File: src/rtl/ahb_mtx_pkg.sv
// Shared AHB bus-matrix encodings used by the input stages and the output-stage arbiters.
package ahb_mtx_pkg;

  typedef enum logic [1:0] {
    TRN_IDLE   = 2'b00,
    TRN_BUSY   = 2'b01,
    TRN_NONSEQ = 2'b10,
    TRN_SEQ    = 2'b11
  } htrans_e;

  typedef enum logic [2:0] {
    BUR_SINGLE = 3'b000,
    BUR_INCR   = 3'b001,
    BUR_WRAP4  = 3'b010,
    BUR_INCR4  = 3'b011,
    BUR_WRAP8  = 3'b100,
    BUR_INCR8  = 3'b101,
    BUR_WRAP16 = 3'b110,
    BUR_INCR16 = 3'b111
  } hburst_e;

  localparam logic RSP_OKAY  = 1'b0;
  localparam logic RSP_ERROR = 1'b1;

  // Input-stage state: a parked address phase and/or an outstanding data phase.
  typedef struct packed {
    logic pend;
    logic data_phase;
  } is_state_t;

  // NONSEQ and SEQ both have bit 1 set; IDLE and BUSY never request a transfer.
  function automatic logic trans_is_active(input logic [1:0] trans);
    return trans[1];
  endfunction

endpackage

File: src/rtl/ahb_mtx_hold_reg.sv
// Address/control hold register of a matrix input stage plus the mux choosing
// between the live master address phase and the parked one.
module ahb_mtx_hold_reg
  import ahb_mtx_pkg::*;
#(
  parameter int ADDR_W = 32
) (
  input  logic              HCLK,
  input  logic              HRESETn,
  input  logic              i_load,
  input  logic              i_use_held,
  input  logic [ADDR_W-1:0] i_addr,
  input  logic [1:0]        i_trans,
  input  logic              i_write,
  input  logic [2:0]        i_size,
  input  logic [2:0]        i_burst,
  input  logic [3:0]        i_prot,
  input  logic              i_mastlock,
  output logic [ADDR_W-1:0] o_addr,
  output logic [1:0]        o_trans,
  output logic              o_write,
  output logic [2:0]        o_size,
  output logic [2:0]        o_burst,
  output logic [3:0]        o_prot,
  output logic              o_mastlock
);

  logic [ADDR_W-1:0] r_addr;
  logic [1:0]        r_trans;
  logic              r_write;
  logic [2:0]        r_size;
  logic [2:0]        r_burst;
  logic [3:0]        r_prot;
  logic              r_mastlock;

  // Loaded on every HSELS & HREADYS cycle so the register always holds the
  // most recent address phase the master presented with the bus ready.
  always_ff @(posedge HCLK or negedge HRESETn) begin
    if (!HRESETn) begin
      r_addr     <= '0;
      r_trans    <= TRN_IDLE;
      r_write    <= 1'b0;
      r_size     <= '0;
      r_burst    <= BUR_SINGLE;
      r_prot     <= '0;
      r_mastlock <= 1'b0;
    end else if (i_load) begin
      r_addr     <= i_addr;
      r_trans    <= i_trans;
      r_write    <= i_write;
      r_size     <= i_size;
      r_burst    <= i_burst;
      r_prot     <= i_prot;
      r_mastlock <= i_mastlock;
    end
  end

  assign o_addr     = i_use_held ? r_addr     : i_addr;
  assign o_trans    = i_use_held ? r_trans    : i_trans;
  assign o_write    = i_use_held ? r_write    : i_write;
  assign o_size     = i_use_held ? r_size     : i_size;
  assign o_burst    = i_use_held ? r_burst    : i_burst;
  assign o_prot     = i_use_held ? r_prot     : i_prot;
  assign o_mastlock = i_use_held ? r_mastlock : i_mastlock;

endmodule

File: src/rtl/ahb_mtx_input_stage.sv
// AHB bus-matrix input stage: forwards or parks the master's address phase and
// tracks its data phase. AHB_MTX_IS_IDLE_HOLD_EN keeps sel_out up on IDLE/BUSY.
module ahb_mtx_input_stage
  import ahb_mtx_pkg::*;
#(
  parameter int ADDR_W = 32
) (
  input  logic              HCLK,
  input  logic              HRESETn,
  input  logic              HSELS,
  input  logic [ADDR_W-1:0] HADDRS,
  input  logic [1:0]        HTRANSS,
  input  logic              HWRITES,
  input  logic [2:0]        HSIZES,
  input  logic [2:0]        HBURSTS,
  input  logic [3:0]        HPROTS,
  input  logic              HMASTLOCKS,
  input  logic              HREADYS,
  output logic              HREADYOUTS,
  output logic              HRESPS,
  output logic              sel_out,
  output logic [ADDR_W-1:0] addr_out,
  output logic [1:0]        trans_out,
  output logic              write_out,
  output logic [2:0]        size_out,
  output logic [2:0]        burst_out,
  output logic [3:0]        prot_out,
  output logic              mastlock_out,
  output logic              held_tran,
  input  logic              active_in,
  input  logic              readyout_in,
  input  logic              resp_in
);

  is_state_t r_state;
  is_state_t w_state_nxt;
  logic      w_live_tran;
  logic      w_addr_taken;
  logic      w_hold_load;
  logic      w_sel_keep;

  assign w_live_tran  = HSELS & HREADYS & trans_is_active(HTRANSS);
  assign w_addr_taken = active_in & readyout_in;
  assign w_hold_load  = HSELS & HREADYS;

  always_ff @(posedge HCLK or negedge HRESETn) begin
    if (!HRESETn) begin
      r_state <= '0;
    end else begin
      r_state <= w_state_nxt;
    end
  end

  // A taken address phase always clears the park; the data phase that follows
  // belongs to whatever was forwarded, so IDLE/BUSY never open one.
  always_comb begin
    w_state_nxt = r_state;
    if (w_addr_taken) begin
      w_state_nxt.pend       = 1'b0;
      w_state_nxt.data_phase = trans_is_active(trans_out);
    end else begin
      w_state_nxt.pend = r_state.pend | w_live_tran;
      if (readyout_in) begin
        w_state_nxt.data_phase = 1'b0;
      end
    end
  end

  ahb_mtx_hold_reg #(
    .ADDR_W (ADDR_W)
  ) u_hold_reg (
    .HCLK       (HCLK),
    .HRESETn    (HRESETn),
    .i_load     (w_hold_load),
    .i_use_held (r_state.pend),
    .i_addr     (HADDRS),
    .i_trans    (HTRANSS),
    .i_write    (HWRITES),
    .i_size     (HSIZES),
    .i_burst    (HBURSTS),
    .i_prot     (HPROTS),
    .i_mastlock (HMASTLOCKS),
    .o_addr     (addr_out),
    .o_trans    (trans_out),
    .o_write    (write_out),
    .o_size     (size_out),
    .o_burst    (burst_out),
    .o_prot     (prot_out),
    .o_mastlock (mastlock_out)
  );

`ifdef AHB_MTX_IS_IDLE_HOLD_EN
  assign w_sel_keep = HSELS & HREADYS;
`else
  assign w_sel_keep = w_live_tran | (HSELS & HMASTLOCKS);
`endif

  assign sel_out   = r_state.pend | w_sel_keep;
  assign held_tran = r_state.pend;

  always_comb begin
    HREADYOUTS = 1'b1;
    HRESPS     = RSP_OKAY;
    if (r_state.data_phase) begin
      HREADYOUTS = readyout_in;
      HRESPS     = resp_in;
    end else if (r_state.pend) begin
      HREADYOUTS = 1'b0;
    end
  end

endmodule

File: config.mk
export PLATFORM = sky130hd
export DESIGN_NAME = ahb_mtx_input_stage
export DESIGN_NICKNAME = d
export VERILOG_FILES = /design/src/rtl/ahb_mtx_pkg.sv /design/src/rtl/ahb_mtx_hold_reg.sv /design/src/rtl/ahb_mtx_input_stage.sv
export SDC_FILE = /design/constraint.sdc
export NUM_CORES = 1
export LEC_CHECK = 0
export ABC_CLOCK_PERIOD_IN_PS = 1300
export CORE_UTILIZATION = 25
export DETAILED_ROUTE_END_ITERATION = 8
export PLACE_DENSITY_LB_ADDON = 0.1
export SLEW_MARGIN = 25
export SYNTH_ARGS = -nofsm -noshare
export SYNTH_HDL_FRONTEND = slang
export SYNTH_HIERARCHICAL = 1
export SYNTH_SLANG_ARGS = --single-unit
export TNS_END_PERCENT = 20
File: constraint.sdc
create_clock -name HCLK -period 1.3 [get_ports HCLK]
set_input_delay 0.26 -clock HCLK [delete_from_list [all_inputs] [get_ports HCLK]]
set_output_delay 0.26 -clock HCLK [all_outputs]
set_load 0.05 [all_outputs]
==> results.py <==
metrics = {
    "run_status": {
        "status": "complete, but fails checks",
        "violations": "setup timing",
    },
    "layout": {
        "num-nets-final": 351,
        "antennaDiodeCount": 0,
        "drive_gt1_share_pct": 64.5,
        "final_cell_mix": "mux2_4 (89), buf_12 (55), clkdlybuf4s50_1 (49), dfrtp_1 (47), buf_4 (30)",
        "fin_area_um2": 4820,
        "syn_to_final_growth_pct": 73.3,
        "fill_cells": 986,
        "layout_commonest_cell": "mux2_4",
    },
    "critical_path": {
        "cp_slowest_cell": "dfrtp_2",
        "critPathMaxFanout": 20,
        "worstSetupPathType": "reg2out",
        "slowest_delay_ns": 0.44,
        "path_cells": "buf_12 > mux2_4 > buf_12",
        "crit_path_end_kind": "output port",
        "crit_arrival_ns": 1.45,
        "cpMostUsedCell": "buf_12",
        "worstSetupStartpointType": "register",
        "worstPathRequired_ns": 1.04,
        "r2r_slack_ns": -0.01,
    },
    "routing": {
        "vias": 1814,
        "via_per_inst": 4.13,
        "wl_per_cell_um": 14.3,
        "drc": 0,
        "ant_nets": 0,
        "firstDrtPassIters": 2,
        "totalWireLength_um": 6280,
        "drt_first_iter_violations": 38,
    },
    "clocking": {
        "clk_pin_slew_ns": 0.09,
        "cts_sinks": 48,
        "cts_setup_buffers": 0,
        "clk_path_buf_depth": 2,
        "htree_levels": 2,
        "root_buffer": "clkbuf_8",
        "clkLatencyLatePin_ns": 0.30,
        "cts_tree": "done",
        "cts_buffers": 5,
    },
    "flow_run": {
        "cap_viol_max_count": 0,
    },
    "pwr": {
        "power_mw": 5.85,
        "leakage_nw": 2.22,
        "p_comb_share_pct": 50.0,
        "power.internal_mw": 3.92,
        "power_density_nw_per_um2": 1220,
        "swShare_pct": 33.0,
        "vdd_ir_drop_max_mv": 0.574,
        "p_sw_mw": 1.93,
        "sequentialPowerShare_pct": 31.5,
        "power_frac_clock_pct": 18.5,
    },
    "logic_synthesis": {
        "synth_area_leaders": "dfrtp_1 (43%), mux2_4 (43%), buf_12 (5.8%), mux2_2 (4.9%), buf_6 (0.81%)",
        "avgSynthCellArea_um2": 17.4,
        "syn_area_um2": 2780,
        "yosys_warnings": 6,
        "ys_seq_area_share_pct": 43.2,
        "syn_nets": 213,
        "ys_ff_latch": 48,
        "ys_types": 14,
        "synthCells": 160,
        "synth.largest_area_cell": "dfrtp_1",
        "synth_top_area_share_pct": 43.2,
    },
    "floorplanning": {
        "fp.dieW_um": 107,
        "fp-row-count": 38,
        "coreArea_um2": 10800,
        "start_util_pct": 25.6,
        "die_height_um": 107,
        "num_io_pins": 103,
        "die_area_um2": 11500,
    },
    "timing": {
        "setup_viol": 50,
        "hold_viol": 0,
        "period_needed_ns": 1.71,
        "final.setup.worst_slack_ns": -0.415,
        "rsz0062_at_grt": "yes",
        "finalCritPeriodShare_pct": 132,
        "slew_viol_final": 0,
        "fmax_ghz": 0.583,
        "worstMarginPinSlew_ns": 0.287,
        "maxSlewHeadroom_pct": 80.9,
        "skew_ns": 0.000177,
    },
    "placement": {
        "post-dp-hpwl_um": 4430,
        "placed_cell_area_um2": 4650,
        "portBuffers": 102,
        "gp_congestion": 0.688,
        "pre_cts_ws_ns": -0.353,
    },
    "global_route": {
        "grt_pass1_wl_um": 10500,
        "gr-usage-met1_pct": 14.8,
        "grtUsageMet3_pct": 3.45,
        "use_met2_pct": 19.2,
        "grt_max_degree": 49,
        "track_usage_pct": 11.7,
        "gr-max-usage-layer": "met2",
        "grt_pass1_vias": 2000,
        "grt_overflow_total": 0,
        "antenna_found_initial": 0,
    },
    "worst_hold_path": {
        "hold_class": "in2reg",
    },
}
==> logic make-up (layout without fill, tap and decap cells) <==
group / Yosys count / after routing / share of synthesized area [%]
DFF: 48 / 48 / 43.2
AOI/OAI and AO/OA: 5 / 5 / 1.13
buffers and inverters: 11 / 150 / 6.71
and+or+nand+nor: 4 / 4 / 0.855
muxes: 92 / 92 / 48.1
==> flip-flops by register name, summed over array words and instances (netlist names), 2 cells and up <==
name	count
u_hold_reg/r_addr	32
u_hold_reg/r_burst	3
u_hold_reg/r_prot	4
u_hold_reg/r_size	3
u_hold_reg/r_trans	2
==> synth_stat cells <==
| cell type | number |
|---|---|
| a21oi_1 | 1 |
| nand2_1 | 1 |
| buf_6 | 2 |
| inv_1 | 1 |
| a31oi_1 | 1 |
| dfrtp_1 | 48 |
| o21ai_0 | 2 |
| mux2_4 | 80 |
| nand3_1 | 1 |
| buf_12 | 8 |
| and2_1 | 1 |
| a221o_1 | 1 |
| mux2_2 | 12 |
| and2_4 | 1 |
==> critical path: cells and delay by family (launching register included) <==
kind     cells  cell delay [ns]
buf+inv      2             0.36
flops        1             0.44
mux          1             0.34
==> power by group through the flow <==
| stage | Combinational (mW) | Sequential (mW) | Clock, mW |
|---|---|---|---|
| 2_1_floorplan | 1.65 | 1.84 | 0 |
| 3_3_place_gp | 2.91 | 1.86 | 0 |
| 3_5_place_dp | 2.91 | 1.86 | 0 |
| 4_1_cts | 2.95 | 1.84 | 1.15 |
| 5_1_grt | 3.05 | 1.87 | 1.21 |
| 6_report | 2.93 | 1.84 | 1.09 |
==> repair_timing <==
action,CTS,global route
setup endpoints to repair,52,59
pin swaps,2,1
hold buffers,1,0
hold endpoints to repair,48,0
resized for setup,9,6
cloned,0,0
==> layout make-up <==
type                       count  area (µm²)  area share, %
clock buffer                   6        72.6           1.51
clock inverter                 2        35.0          0.727
inverter                       1        3.75         0.0779
multi-input combinational    101        1440           29.8
sequential                    48        1200           25.0
tap                          140         175           3.64
timing repair buffer         141        1890           39.3
==> final timing paths <==
kind	from	endpoint	cells after the start
max in group asynchronous	HRESETn	held_tran	3
min in group asynchronous	HRESETn	u_hold_reg/r_addr[7]	3
setup reg to reg	held_tran	r_state[0]	5
hold reg to reg	u_hold_reg/r_addr[13]	u_hold_reg/r_addr[13]	1
setup / recovery	held_tran	addr_out[27]	3
hold / removal	HREADYS	held_tran	3
==> per-stage QoR <==
| stage | setup TNS [ns] | std cells | utilization [%] | hold slack, ns |
|---|---|---|---|---|
| floorplan | -10.61 | 160 | - | -0.0356 |
| global placement | -18.15 | 430 | 42.9 | 0.282 |
| detailed placement | -18.56 | 430 | 42.9 | 0.276 |
| CTS | -20.89 | 439 | 44.2 | 0.482 |
| global route | -21.73 | 439 | 44.4 | 0.336 |
| finish | -19.11 | 439 | 44.4 | 0.323 |
==> layer usage <==
| metal | up-vias | wire [µm] |
|---|---|---|
| met5 | - | 0 |
| met1 | 906 | 2770 |
| li1 | 848 | - |
| met4 | 0 | 65 |
| met3 | 7 | 390 |
| met2 | 53 | 3050 |
Power figures use the tool's default switching activity.
